==> src/rtl/fetch_predict.sv <==
// fetch_predict: IF stage with 2-bit BHT, J follow and in-flight BEQ queue.
// Define BP_STATS_EN to add resolve/mispredict counters and a trace line.
module fetch_predict #(
  parameter logic [31:0] RESET_PC     = 32'h0000_0000,
  parameter int          BHT_IDX_W    = 4,
  parameter int          BQ_DEPTH     = 4,
  parameter int          FLUSH_CYCLES = 2
) (
  input  logic               clk_x70,
  input  logic               rst_n_x70,
  input  logic               hold_x70,
  output logic [31:0]        imem_addr_x70,
  input  logic [31:0]        imem_data_x70,
  output logic [31:0]        instr_x70,
  output logic [31:0]        pc_x70,
  output logic               valid_x70,
  output logic               predicted_x70,
  input  logic               resolve_x70,
  input  logic               stall_x70,
  input  logic signed [25:0] pc_inc_x70,
  output logic               flush_x70
`ifdef BP_STATS_EN
  ,
  output logic [31:0]        br_count_x70,
  output logic [31:0]        mispredict_count_x70
`endif
);

  localparam int QW = $clog2(BQ_DEPTH);
  localparam int BN = 1 << BHT_IDX_W;
  localparam int FW =
    (FLUSH_CYCLES > 1) ? $clog2(FLUSH_CYCLES) : 1;
  localparam logic [FW-1:0] FLAST = FW'(FLUSH_CYCLES - 1);
  localparam logic [QW:0]   QFULL = (QW+1)'(BQ_DEPTH);

  typedef enum logic [1:0] {
    FETCH   = 2'd0,
    BQ_WAIT = 2'd1,
    FLUSH   = 2'd2
  } state_e;

  state_e          state_q, state_d;
  logic [31:0]     pc_q, pc_d;
  logic [31:0]     instr_q, instr_d;
  logic [31:0]     opc_q, opc_d;
  logic            valid_q, valid_d;
  logic            pred_q, pred_d;
  logic            flush_q, flush_d;
  logic [FW-1:0]   fcnt_q, fcnt_d;

  logic [1:0]      bht_q [BN];
  logic [31:0]     bq_pc_q [BQ_DEPTH];
  logic            bq_pred_q [BQ_DEPTH];
  logic [QW-1:0]   rd_q, wr_q;
  logic [QW:0]     cnt_q, cnt_d;

  logic                 is_beq, is_j, pred_bit;
  logic                 pop, taken, mispred;
  logic                 can_push, push;
  logic [BHT_IDX_W-1:0] f_idx, r_idx;
  logic [31:0]          seq_pc, br_off, br_pc, j_pc;
  logic [31:0]          hd_pc, redir_pc;
  logic                 hd_pred;
  logic [1:0]           r_ctr, r_ctr_d;

  assign imem_addr_x70 = pc_q;
  assign instr_x70     = instr_q;
  assign pc_x70        = opc_q;
  assign valid_x70     = valid_q;
  assign predicted_x70 = pred_q;
  assign flush_x70     = flush_q;

  assign is_beq   = imem_data_x70[31:26] == 6'b000100;
  assign is_j     = imem_data_x70[31:26] == 6'b000010;
  assign f_idx    = pc_q[BHT_IDX_W+1:2];
  assign pred_bit = bht_q[f_idx][1];
  assign seq_pc   = pc_q + 32'd4;
  assign br_off   = {{14{imem_data_x70[15]}},
                     imem_data_x70[15:0], 2'b00};
  assign br_pc    = seq_pc + br_off;
  assign j_pc     = {pc_q[31:28],
                     imem_data_x70[25:0], 2'b00};

  assign hd_pc    = bq_pc_q[rd_q];
  assign hd_pred  = bq_pred_q[rd_q];
  assign r_idx    = hd_pc[BHT_IDX_W+1:2];
  assign r_ctr    = bht_q[r_idx];
  assign pop      = resolve_x70 && (cnt_q != '0);
  assign taken    = hd_pred ^ stall_x70;
  assign mispred  = pop && stall_x70;
  assign redir_pc = hd_pc + 32'd4 +
                    {{6{pc_inc_x70[25]}}, pc_inc_x70};
  assign can_push = (cnt_q != QFULL) || pop;

  // Saturating 2-bit counter step for the resolving branch.
  always_comb begin
    r_ctr_d = r_ctr;
    if (taken) begin
      if (r_ctr != 2'b11) r_ctr_d = r_ctr + 2'd1;
    end else begin
      if (r_ctr != 2'b00) r_ctr_d = r_ctr - 2'd1;
    end
  end

  // Next PC, output stage and FSM state selection.
  always_comb begin
    state_d = state_q;
    pc_d    = pc_q;
    instr_d = instr_q;
    opc_d   = opc_q;
    valid_d = valid_q;
    pred_d  = pred_q;
    flush_d = 1'b0;
    fcnt_d  = fcnt_q;
    push    = 1'b0;
    if (mispred) begin
      state_d = FLUSH;
      pc_d    = redir_pc;
      fcnt_d  = '0;
      instr_d = '0;
      valid_d = 1'b0;
      pred_d  = 1'b0;
      flush_d = 1'b1;
    end else if (state_q == FLUSH) begin
      instr_d = '0;
      valid_d = 1'b0;
      pred_d  = 1'b0;
      if (fcnt_q == FLAST) begin
        state_d = FETCH;
      end else begin
        fcnt_d  = fcnt_q + FW'(1);
        flush_d = 1'b1;
      end
    end else if (hold_x70) begin
      state_d = state_q;
    end else if (is_beq && !can_push) begin
      state_d = BQ_WAIT;
      instr_d = '0;
      opc_d   = pc_q;
      valid_d = 1'b0;
      pred_d  = 1'b0;
    end else begin
      state_d = FETCH;
      instr_d = imem_data_x70;
      opc_d   = pc_q;
      valid_d = 1'b1;
      pred_d  = is_beq && pred_bit;
      push    = is_beq;
      unique case (1'b1)
        is_j:                pc_d = j_pc;
        is_beq && pred_bit:  pc_d = br_pc;
        default:             pc_d = seq_pc;
      endcase
    end
  end

  assign cnt_d = cnt_q + {{QW{1'b0}}, push}
                       - {{QW{1'b0}}, pop};

  // State, PC, output registers, queue pointers and BHT.
  always_ff @(posedge clk_x70) begin
    if (!rst_n_x70) begin
      state_q <= FETCH;
      pc_q    <= RESET_PC;
      instr_q <= '0;
      opc_q   <= '0;
      valid_q <= 1'b0;
      pred_q  <= 1'b0;
      flush_q <= 1'b0;
      fcnt_q  <= '0;
      rd_q    <= '0;
      wr_q    <= '0;
      cnt_q   <= '0;
      for (int i = 0; i < BN; i++) bht_q[i] <= 2'b01;
    end else begin
      state_q <= state_d;
      pc_q    <= pc_d;
      instr_q <= instr_d;
      opc_q   <= opc_d;
      valid_q <= valid_d;
      pred_q  <= pred_d;
      flush_q <= flush_d;
      fcnt_q  <= fcnt_d;
      if (mispred) begin
        rd_q  <= '0;
        wr_q  <= '0;
        cnt_q <= '0;
      end else begin
        if (push) wr_q <= wr_q + QW'(1);
        if (pop)  rd_q <= rd_q + QW'(1);
        cnt_q <= cnt_d;
      end
      if (pop) bht_q[r_idx] <= r_ctr_d;
    end
  end

  // Queue payload storage; contents are don't-care while empty.
  always_ff @(posedge clk_x70) begin
    if (push) begin
      bq_pc_q[wr_q]   <= pc_q;
      bq_pred_q[wr_q] <= pred_bit;
    end
  end

`ifdef BP_STATS_EN
  logic [31:0] br_cnt_q, mis_cnt_q;

  // Resolve and mispredict counters with a trace per redirect.
  always_ff @(posedge clk_x70) begin
    if (!rst_n_x70) begin
      br_cnt_q  <= '0;
      mis_cnt_q <= '0;
    end else begin
      if (pop) br_cnt_q <= br_cnt_q + 32'd1;
      if (mispred) begin
        mis_cnt_q <= mis_cnt_q + 32'd1;
        $display("fetch_predict: mispredict pc=%08h target=%08h",
                 hd_pc, redir_pc);
      end
    end
  end

  assign br_count_x70         = br_cnt_q;
  assign mispredict_count_x70 = mis_cnt_q;
`endif

endmodule

==> config.mk <==
export PLATFORM = sky130hd
export DESIGN_NAME = fetch_predict
export DESIGN_NICKNAME = d
export VERILOG_FILES = /design/src/rtl/fetch_predict.sv
export SDC_FILE = /design/constraint.sdc
export NUM_CORES = 1
export LEC_CHECK = 0
export BUFFER_PORTS_ARGS = -buffer_cell sky130_fd_sc_hd__buf_2
export CAP_MARGIN = 10
export CORE_AREA = 2 2 163 165
export CTS_CLUSTER_DIAMETER = 30
export DETAILED_ROUTE_END_ITERATION = 16
export DIE_AREA = 0 0 165 167
export GPL_ROUTABILITY_DRIVEN = 0
export PLACE_DENSITY = 0.86
export RECOVER_POWER = 100
export SETUP_SLACK_MARGIN = 0.4
export SLEW_MARGIN = 20
export SYNTH_ARGS = -nofsm -noshare
export SYNTH_HDL_FRONTEND = slang
export SYNTH_SLANG_ARGS = --single-unit
==> constraint.sdc <==
create_clock -name clk_x70 -period 4.7 [get_ports clk_x70]
set_input_delay 0.705 -clock clk_x70 [delete_from_list [all_inputs] [get_ports clk_x70]]
set_output_delay 0.705 -clock clk_x70 [all_outputs]
set_load 0.005 [all_outputs]
==> reports/results.ini <==
[worst_setup_path]
reg2reg_slack_ns = 0.33
crit_type = flop to flop
crit_path_start_kind = flop
cp.required_ns = 5.14
r2r_end = imem_addr_x70[27]
cp.arrival_ns = 4.82
cp-end-kind = flop
crit_fanout = 13
reg2reg_depth = 14

[timing]
slew_headroom_pct = -25.3
layout_min_cycle_time_ns = 4.37
period_share_pct = 93.1
timing.fmax_mhz = 229
fin_worst_skew_ns = 0.0258
hold_viol_final = 0
worstMarginPinSlew_ns = 1.88
rsz0062_at_grt = true
tns_ns = 0
finalSetupViolations = 0
maxSlewViolCount = 67

[power]
swShare_pct = 34.9
power_density_nw_per_um2 = 551
p_leak_nw = 7.08
switching_power_mw = 3.46
max-vdd-ir-drop_v = 0.000333
pwr-share-comb_pct = 31.4
pwr-share-seq_pct = 31.3
p_int_mw = 6.46
p_clk_share_pct = 37.4

[worst_hold_path]
min-delay-start = imem_data_x70[26]
whs_path_depth = 3
min_to = instr_x70[26]
hold_path.class = input port to flop

[drt]
num_vias = 13000
drtIter0Drc = 1541
drcViolationCount = 0
wl_per_cell_um = 21.4
drtAntennaViolNets = 0
viasPerCell = 6.44
drt_wl_total_mm = 43.1
drtPass1Iterations = 7

[finish]
final_layout_size_suffix_gt1_share_pct = 15.5
final_nets = 1797
n_antenna_cell = 0
fin_util_pct = 69.9
mostFrequentLayoutCells = nand2_1, edfxtp_1, nor2_1, dfxtp_1, ha_1
syn_to_final_growth_pct = 18.6
fill_cells = 1744
final_common_cell = nand2_1

[clock_network]
clock_path_buffers = 3
cts.reportedPaths.clkPinSlew_ns = 0.05
worstSkewPairLatency_ns = 0.56
hold_buffers = 0
cts_buffers = 52
numClockSinks = 279
cts_tree = yes
clock-root-buffer = clkbuf_16
htreeDepth = 2

[synth]
ys_ff_latch = 279
synth_ff_type = edfxtp_1
syn_inst = 1451
avgSynthCellArea_um2 = 10.5
ys_warn_count = 0
synth_edf_count = 164
synth_area_um2 = 15200
synthArstFlopShare_pct = 0
synth-seq-area-share_pct = 47.6
synth_cell_type_count = 69
syn_nets = 1616

[outcome]
failed_checks = capacitance limit, slew limit
status = finished, violations left

[placed_design]
dp_hpwl_mm = 28.5
port_buffers = 161

[floorplan]
io_pins = 162
core_um2 = 25800
die_area_um2 = 27600
initial_core_util_pct = 59.0
die_x_um = 165
die_h_um = 167
row_count = 59

[global_routing]
antenna_found_initial = 0
grt_overflow = 0
grt_max_degree = 66
grt_pass1_vias = 12500
grtUsageTotal_pct = 30.9
grt_pass1_wl_mm = 66.7

[flow_run]
cap_violations = 2

-- cell usage after synthesis, types with 8 or more instances --
master	n	area share, %
and3_1	13	0.54
nor3_1	21	0.69
ha_1	99	8.2
mux4_2	46	6.8
mux2i_1	8	0.53
a21oi_1	96	3.2
a211oi_1	14	0.69
xnor2_1	53	3.1
dfxtp_1	115	15
nand4_1	10	0.41
a221oi_1	17	0.98
inv_1	33	0.82
a21o_1	31	1.5
o211ai_1	14	0.69
nor2_1	142	3.5
a21boi_0	37	1.8
clkbuf_1	51	1.3
nand2_1	216	5.3
nand3_1	45	1.5
xor2_1	28	1.6
o21ai_0	38	1.3
a31oi_1	13	0.54
and2_1	12	0.49
o21a_1	15	0.74
edfxtp_1	164	32
-- worst max path at each step --
stage / start / to / slack (ns) / cells past startpoint
after floorplan: flop / imem_addr_x70[30] / 0.65 / 14
after global placement: flop / imem_addr_x70[30] / 0.61 / 12
after global routing: imem_addr_x70[11] / imem_addr_x70[28] / 0.21 / 18
after detailed placement: flop / imem_addr_x70[29] / 0.30 / 13
after CTS: flop / imem_addr_x70[29] / 0.45 / 14
final: flop / imem_addr_x70[27] / 0.33 / 14
-- through the flow --
stage / hold WS [ns] / std cells / power, mW / setup slack (ns) / instance area, um2
after global routing: 0.394 / 2011 / 10.3 / 0.211 / 18000
after global placement: 0.448 / 1911 / 5.99 / 0.606 / 16400
after detailed placement: 0.456 / 1911 / 6.09 / 0.296 / 16400
final: 0.398 / 2011 / 9.92 / 0.325 / 18000
after floorplan: 0.441 / 1451 / 5.20 / 0.651 / 15200
after CTS: 0.389 / 2009 / 9.84 / 0.446 / 18200
-- critical path: stages, from the launching register on --
cell and delay [ns]:
dfxtp_4 0.53, mux4_2 0.54, ha_1 0.29, ha_1 0.23, fa_1 0.45, a211oi_1 0.37, o211ai_1 0.23, nand4_1 0.16
o2111ai_1 0.24, nand4_1 0.17, nand2_1 0.14, a31oi_1 0.26, xor2_1 0.24, o21ai_0 0.14, and3_1 0.26
-- cells by family after synthesis --
group | Yosys count | synth area share (%)
and+or+nand+nor | 495 | 14.2
xor gates and xnor gates | 81 | 4.67
adders and majority gates | 104 | 8.70
buffers and inverters | 102 | 2.77
muxes | 54 | 7.35
AOI/OAI and AO/OA | 336 | 14.8
DFF | 279 | 47.6
-- what timing repair did --
action	in CTS	in global routing
gates resized for setup	1	9
endpoints found under the setup margin	3	12
buffers inserted	0	2
-- power by group through the flow --
stage / clock network (mW) / logic [mW] / registers (mW)
2_1_floorplan: 0 / 2.13 / 3.07
3_5_place_dp: 0 / 2.97 / 3.12
3_3_place_gp: 0 / 2.88 / 3.11
4_1_cts: 3.71 / 3.05 / 3.08
6_report: 3.71 / 3.11 / 3.10
5_1_grt: 3.83 / 3.35 / 3.12
-- state kept, by name (all words and copies together), names as in the netlist, 2 cells and up, named ones only --
signal         cells
bht_q             32
rd_q               2
pc_x70            32
cnt_q              3
state_q            2
imem_addr_x70     32
bq_pred_q          4
instr_x70         32
bq_pc_q          128
wr_q               2
-- layer usage --
layer  GRT usage [%]  up-vias  routed length, um
met4            10.9        0               1470
met2            46.7      932              19100
met3            8.07      131               5800
met5               0        -                  0
li1                -     5731                  -
met1            43.3     6161              16700
-- layout make-up --
type / instances / area [um2] / area share (%)
multi-input combinational: 1070 / 7550 / 41.9
tap: 335 / 419 / 2.33
clock inverter: 38 / 407 / 2.26
sequential: 279 / 7230 / 40.1
inverter: 33 / 124 / 0.687
clock buffer: 60 / 1360 / 7.56
timing repair buffer: 196 / 922 / 5.12
(Power assumes the default switching activity.)
